`src/rtl/time_set_ctrl.sv`:
```
// Time-setting controller for the Nexys A7 clock: edits a private copy of hh:mm:ss,
// commits it through a one-cycle load pulse, and formats the eight display digit bytes.
module time_set_ctrl #(
  parameter int BLINK_DIV = 25_000_000
) (
  input  logic       clk_100MHz_i,
  input  logic       reset_i,
  input  logic       inc_i,
  input  logic       dec_i,
  input  logic       mode_i,
  input  logic [5:0] run_sec_i,
  input  logic [5:0] run_min_i,
  input  logic [4:0] run_hour_i,
  output logic       setting_o,
  output logic       load_o,
  output logic [5:0] load_sec_o,
  output logic [5:0] load_min_o,
  output logic [4:0] load_hour_o,
  output logic [7:0] d1,
  output logic [7:0] d2,
  output logic [7:0] d3,
  output logic [7:0] d4,
  output logic [7:0] d5,
  output logic [7:0] d6,
  output logic [7:0] d7,
  output logic [7:0] d8
);

  localparam int CNT_W = $clog2(BLINK_DIV);
  localparam logic [CNT_W-1:0] CNT_LAST = CNT_W'(BLINK_DIV - 1);

  typedef enum logic [1:0] {RUN, SET_H, SET_M, SET_S} state_t;

  state_t     state, state_nx;
  logic       prev_inc, prev_dec, prev_mode;
  logic       rise_inc, rise_dec, rise_mode, step_ok;
  logic [4:0] edit_hour, hour_nx;
  logic [5:0] edit_min, min_nx, edit_sec, sec_nx;
  logic       edit_ok, commit;
  logic [CNT_W-1:0] blink_cnt;
  logic       blink_off;
  logic [5:0] src_hour, src_min, src_sec;
  logic       hide_h, hide_m, hide_s;

  function automatic logic [5:0] wrap_step(input logic [5:0] v, input logic [5:0] top,
                                           input logic up);
    if (up) return (v >= top) ? 6'd0 : v + 6'd1;
    else    return (v == 6'd0) ? top : v - 6'd1;
  endfunction

  function automatic logic [5:0] sat(input logic [5:0] v, input logic [5:0] top);
    return (v > top) ? top : v;
  endfunction

  function automatic logic [3:0] tens(input logic [5:0] v);
    return 4'(v / 6'd10);
  endfunction

  function automatic logic [3:0] units(input logic [5:0] v);
    return 4'(v % 6'd10);
  endfunction

  function automatic logic [7:0] digit_byte(input logic [3:0] bcd, input logic hide);
    return hide ? 8'h00 : {1'b1, 2'b00, bcd, 1'b0};
  endfunction

  assign rise_inc  = inc_i  & ~prev_inc;
  assign rise_dec  = dec_i  & ~prev_dec;
  assign rise_mode = mode_i & ~prev_mode;
  assign step_ok   = rise_inc ^ rise_dec;

  always_comb begin
    state_nx = state;
    hour_nx  = edit_hour;
    min_nx   = edit_min;
    sec_nx   = edit_sec;
    edit_ok  = 1'b0;
    commit   = 1'b0;
    case (state)
      RUN: if (rise_mode) begin
        state_nx = SET_H;
        hour_nx  = 5'(sat({1'b0, run_hour_i}, 6'd23));
        min_nx   = sat(run_min_i, 6'd59);
        sec_nx   = sat(run_sec_i, 6'd59);
      end
      SET_H: if (rise_mode) state_nx = SET_M;
        else if (step_ok) begin
          edit_ok = 1'b1;
          hour_nx = 5'(wrap_step({1'b0, edit_hour}, 6'd23, rise_inc));
        end
      SET_M: if (rise_mode) state_nx = SET_S;
        else if (step_ok) begin
          edit_ok = 1'b1;
          min_nx  = wrap_step(edit_min, 6'd59, rise_inc);
        end
      SET_S: if (rise_mode) begin
          state_nx = RUN;
          commit   = 1'b1;
        end else if (step_ok) begin
          edit_ok = 1'b1;
          sec_nx  = wrap_step(edit_sec, 6'd59, rise_inc);
        end
      default: state_nx = RUN;
    endcase
  end

  // Display source: live time while running, the edit copy while setting
  assign src_hour = (state == RUN) ? {1'b0, run_hour_i} : {1'b0, edit_hour};
  assign src_min  = (state == RUN) ? run_min_i : edit_min;
  assign src_sec  = (state == RUN) ? run_sec_i : edit_sec;
  assign hide_h   = blink_off & (state == SET_H);
  assign hide_m   = blink_off & (state == SET_M);
  assign hide_s   = blink_off & (state == SET_S);

  always_ff @(posedge clk_100MHz_i) begin
    if (!reset_i) begin
      state       <= RUN;
      prev_inc    <= 1'b1;
      prev_dec    <= 1'b1;
      prev_mode   <= 1'b1;
      edit_hour   <= '0;
      edit_min    <= '0;
      edit_sec    <= '0;
      blink_cnt   <= '0;
      blink_off   <= 1'b0;
      setting_o   <= 1'b0;
      load_o      <= 1'b0;
      load_hour_o <= '0;
      load_min_o  <= '0;
      load_sec_o  <= '0;
      {d8, d7, d6, d5, d4, d3, d2, d1} <= '0;
    end else begin
      state     <= state_nx;
      prev_inc  <= inc_i;
      prev_dec  <= dec_i;
      prev_mode <= mode_i;
      edit_hour <= hour_nx;
      edit_min  <= min_nx;
      edit_sec  <= sec_nx;
      setting_o <= (state_nx != RUN);
      load_o    <= commit;
      if (commit) begin
        load_hour_o <= edit_hour;
        load_min_o  <= edit_min;
        load_sec_o  <= edit_sec;
      end
      // Any state change or accepted edit restarts the blink with the field visible
      if ((state_nx != state) || edit_ok) begin
        blink_cnt <= '0;
        blink_off <= 1'b0;
      end else if (state != RUN) begin
        if (blink_cnt == CNT_LAST) begin
          blink_cnt <= '0;
          blink_off <= ~blink_off;
        end else begin
          blink_cnt <= blink_cnt + 1'b1;
        end
      end
      d8 <= digit_byte(tens(src_hour),  hide_h);
      d7 <= digit_byte(units(src_hour), hide_h);
      d6 <= 8'h00;
      d5 <= digit_byte(tens(src_min),   hide_m);
      d4 <= digit_byte(units(src_min),  hide_m);
      d3 <= 8'h00;
      d2 <= digit_byte(tens(src_sec),   hide_s);
      d1 <= digit_byte(units(src_sec),  hide_s);
    end
  end

endmodule

```
`config.mk`:
```
export PLATFORM = sky130hd
export DESIGN_NAME = time_set_ctrl
export DESIGN_NICKNAME = d
export VERILOG_FILES = /design/src/rtl/time_set_ctrl.sv
export SDC_FILE = /design/constraint.sdc
export NUM_CORES = 1
export LEC_CHECK = 0
export ABC_CLOCK_PERIOD_IN_PS = 4000
export CAP_MARGIN = 20
export CORE_MARGIN = 2
export CORE_UTILIZATION = 35
export DETAILED_ROUTE_END_ITERATION = 7
export SLEW_MARGIN = 40
export SYNTH_ARGS = -nofsm -noshare
export SYNTH_HDL_FRONTEND = slang
export SYNTH_SLANG_ARGS = --single-unit
```
`constraint.sdc`:
```
create_clock -name clk_100MHz_i -period 4 [get_ports clk_100MHz_i]
set_input_delay 0.8 -clock clk_100MHz_i [delete_from_list [all_inputs] [get_ports clk_100MHz_i]]
set_output_delay 0.8 -clock clk_100MHz_i [all_outputs]
set_load 0.01 [all_outputs]
```
==> impl_metrics.env <==
export IMPL_outcome="finished clean"
export IMPL_synthFlopType="dfxtp_1"
export IMPL_synth_compound_area_frac=0.217
export IMPL_synth_top_family_by_area="simple AND/OR/NAND/NOR gates"
export IMPL_maxSlewViolCount=0
export IMPL_yosys_warnings=0
export IMPL_dieHeight_um=132
export IMPL_ys_ff_latch=90
export IMPL_nets=774
export IMPL_drc=0
export IMPL_clock_fmax_mhz=280
export IMPL_grt_max_degree=28
export IMPL_synth_simple_area_share=0.222
export IMPL_fillers=1610
export IMPL_cp_start_kind="input pin"
export IMPL_fp_row_count=46
export IMPL_synth_edf_count=0
export IMPL_place_inst=940
export IMPL_hp_class="flip-flop to flip-flop"
export IMPL_cts_made_buffers=9
export IMPL_worstSetupEndpointType="flip-flop"
export IMPL_drive_above_1_share=0.0702
export IMPL_port_buffers=66
export IMPL_tritoncts="yes"
export IMPL_ios=105
export IMPL_gp_congestion=0.882
export IMPL_p_int_w=0.00168
export IMPL_hpwl_um=10600
export IMPL_p_sw_w=0.000678
export IMPL_antenna_found_initial=0
export IMPL_cts_buffer_depth=2
export IMPL_clkSinkCount=90
export IMPL_synthTopCellsByArea="dfxtp_1, buf_4, nor2_1, a21oi_1, ha_1"
export IMPL_worst_hold_slack_ns=0.483
export IMPL_ys_types=82
export IMPL_start_util=0.359
export IMPL_finalWirelength_um=14600
export IMPL_rsz0062_at_grt="no"
export IMPL_cts_hold_buffers=0
export IMPL_diodes=0
export IMPL_yosys_area_top_type="dfxtp_1"
export IMPL_worst_slack_ns=0.431
export IMPL_cp_data_required_time_ns=4.27
export IMPL_power_frac_comb=0.215
export IMPL_synth_seq_area_share=0.316
export IMPL_fin_setup_tns_ns=0
export IMPL_synthMuxAreaShare=0.0472
export IMPL_drv_cap=0
export IMPL_grtUsageTotal=0.166
export IMPL_grt_overflow_total=0
export IMPL_grt_pass1_vias=4912
export IMPL_cts_resized=0
export IMPL_p_sw_frac=0.287
export IMPL_fin_util=0.418
export IMPL_synthCells=694
export IMPL_worst_pin_slew_ns=0.666
export IMPL_routedWlPerCell_um=15.2
export IMPL_p_clk_frac=0.371
export IMPL_peakVddDrop_uv=187
export IMPL_synth_top_area_frac=0.316
export IMPL_seqPwrFrac=0.415
export IMPL_layout_min_cycle_time_ns=3.57
export IMPL_setup_viol=0
export IMPL_clkSlewWorstSetupHoldPaths_ns=0.06
export IMPL_first_pass_iters=4
export IMPL_power_density_nw_per_um2=355
export IMPL_ant_nets=0
export IMPL_h_tree_depth=3
export IMPL_route_vias_total=5023
export IMPL_async_flop_share=0
export IMPL_max_slew_margin_rel=0.555
export IMPL_synth_xor_xnor_area_share=0.0538
export IMPL_postCtsSetupRepairBufs=0
export IMPL_finalNonFillerCells=957
export IMPL_drt_iter0_drc=330
export IMPL_dieArea_um2=17300
export IMPL_clockRootBuffer="clkbuf_16"
export IMPL_crit_type="input pin to flip-flop"
export IMPL_syn_area_um2=5700
export IMPL_place_ws_ns=0.0734
export IMPL_core_um2=15900
export IMPL_clock_skew_ns=0.00608
export IMPL_grt_pass1_wl_um=24200
export IMPL_synth_fa_ha_area_frac=0.0351
export IMPL_worst_skew_pair_late_latency_ns=0.34
export IMPL_viasPerCell=5.25
export IMPL_arrival_ns=3.84
export IMPL_synthToLayoutAreaGrowth_pct=16.5
export IMPL_synth_avg_cell_area_um2=8.21
export IMPL_final_cell_mix="dfxtp_1, nor2_1, clkdlybuf4s50_1"
export IMPL_leakagePower_nw=2.51
export IMPL_hold_viol_final=0
export IMPL_die_w_um=132
export IMPL_final_common_cell="dfxtp_1"
export IMPL_timing_final_crit_share=0.892
export IMPL_crit_path_max_fanout=8
[final cells by class]
cell class / count / area [µm²] / area share
timing repair buffer: 80 / 763 / 0.115
sequential: 90 / 1800 / 0.271
inverter: 22 / 82.6 / 0.0124
clock inverter: 4 / 50.0 / 0.00754
clock buffer: 12 / 256 / 0.0386
multi-input combinational: 533 / 3420 / 0.514
tap: 216 / 270 / 0.0407
[through the flow]
step	power (W)	cell area [µm²]
global route	0.00248	6640
finish	0.00236	6640
CTS	0.00239	6640
floorplan	0.00136	5840
detailed placement	0.00150	6330
global placement	0.00149	6330
[per-layer routing]
metal	vias to the layer above	wire, µm	track usage
li1	2493	-	-
met1	2392	6780	0.216
met2	122	7030	0.275
met3	16	554	0.0274
met4	0	196	0.0616
met5	-	0	0
[power groups by stage]
stage	combinational [W]	clock (W)	sequential, W
finish	0.000507	0.000875	0.000978
global route	0.000560	0.000941	0.000983
CTS	0.000504	0.000908	0.000978
detailed placement	0.000502	0	0.000998
global placement	0.000489	0	0.000998
floorplan	0.000375	0	0.000989
[cells by family after synthesis]
kind of cell / after synthesis
AOI/OAI and AO/OA: 173
xor gates and xnor gates: 35
adders and majority gates: 16
buffers and inverters: 108
DFF: 90
muxes: 22
other: 1
and+or+nand+nor: 249
[registers in the layout (all words and copies together) (netlist names), 2 cells and up]
register and cells:
blink_cnt 25, edit_min 6, edit_sec 6, load_min_o 6, load_sec_o 6, d1 5, d4 5, edit_hour 5
load_hour_o 5, d7 4, d2 3, d5 3, d8 3, state 2
[cells in the mapped netlist (all sizes together), types with 13 or more instances]
cell type	count
a21oi	42
a22o	17
a31oi	13
buf	57
clkbuf	29
dfxtp	90
ha	16
inv	21
mux2i	18
nand2	53
nand2b	13
nand3	20
nor2	76
nor2b	15
nor3	19
o21ai	30
xnor2	15
xor2	20
[worst max-delay path, stage by stage]
cell and delay [ns]:
clkdlybuf4s50_1 0.62, mux2i_1 0.24, ha_1 0.38, a21oi_1 0.08, a311oi_1 0.38, o211ai_2 0.17
xnor2_1 0.35, inv_1 0.08, ha_1 0.20, or3_1 0.37, a31oi_1 0.15
[final timing paths]
| kind | from | to | slack (ns) | cells past startpoint |
|---|---|---|---|---|
| worst max-delay path | run_min_i[3] | d4[4] | 0.43 | 11 |
| worst min-delay path | load_sec_o[0] | load_sec_o[0] | 0.48 | 1 |
| worst max register to register | state[1] | d4[4] | 0.77 | 11 |
| worst min register to register | load_sec_o[0] | load_sec_o[0] | 0.48 | 1 |
(Power assumes the default switching activity.)
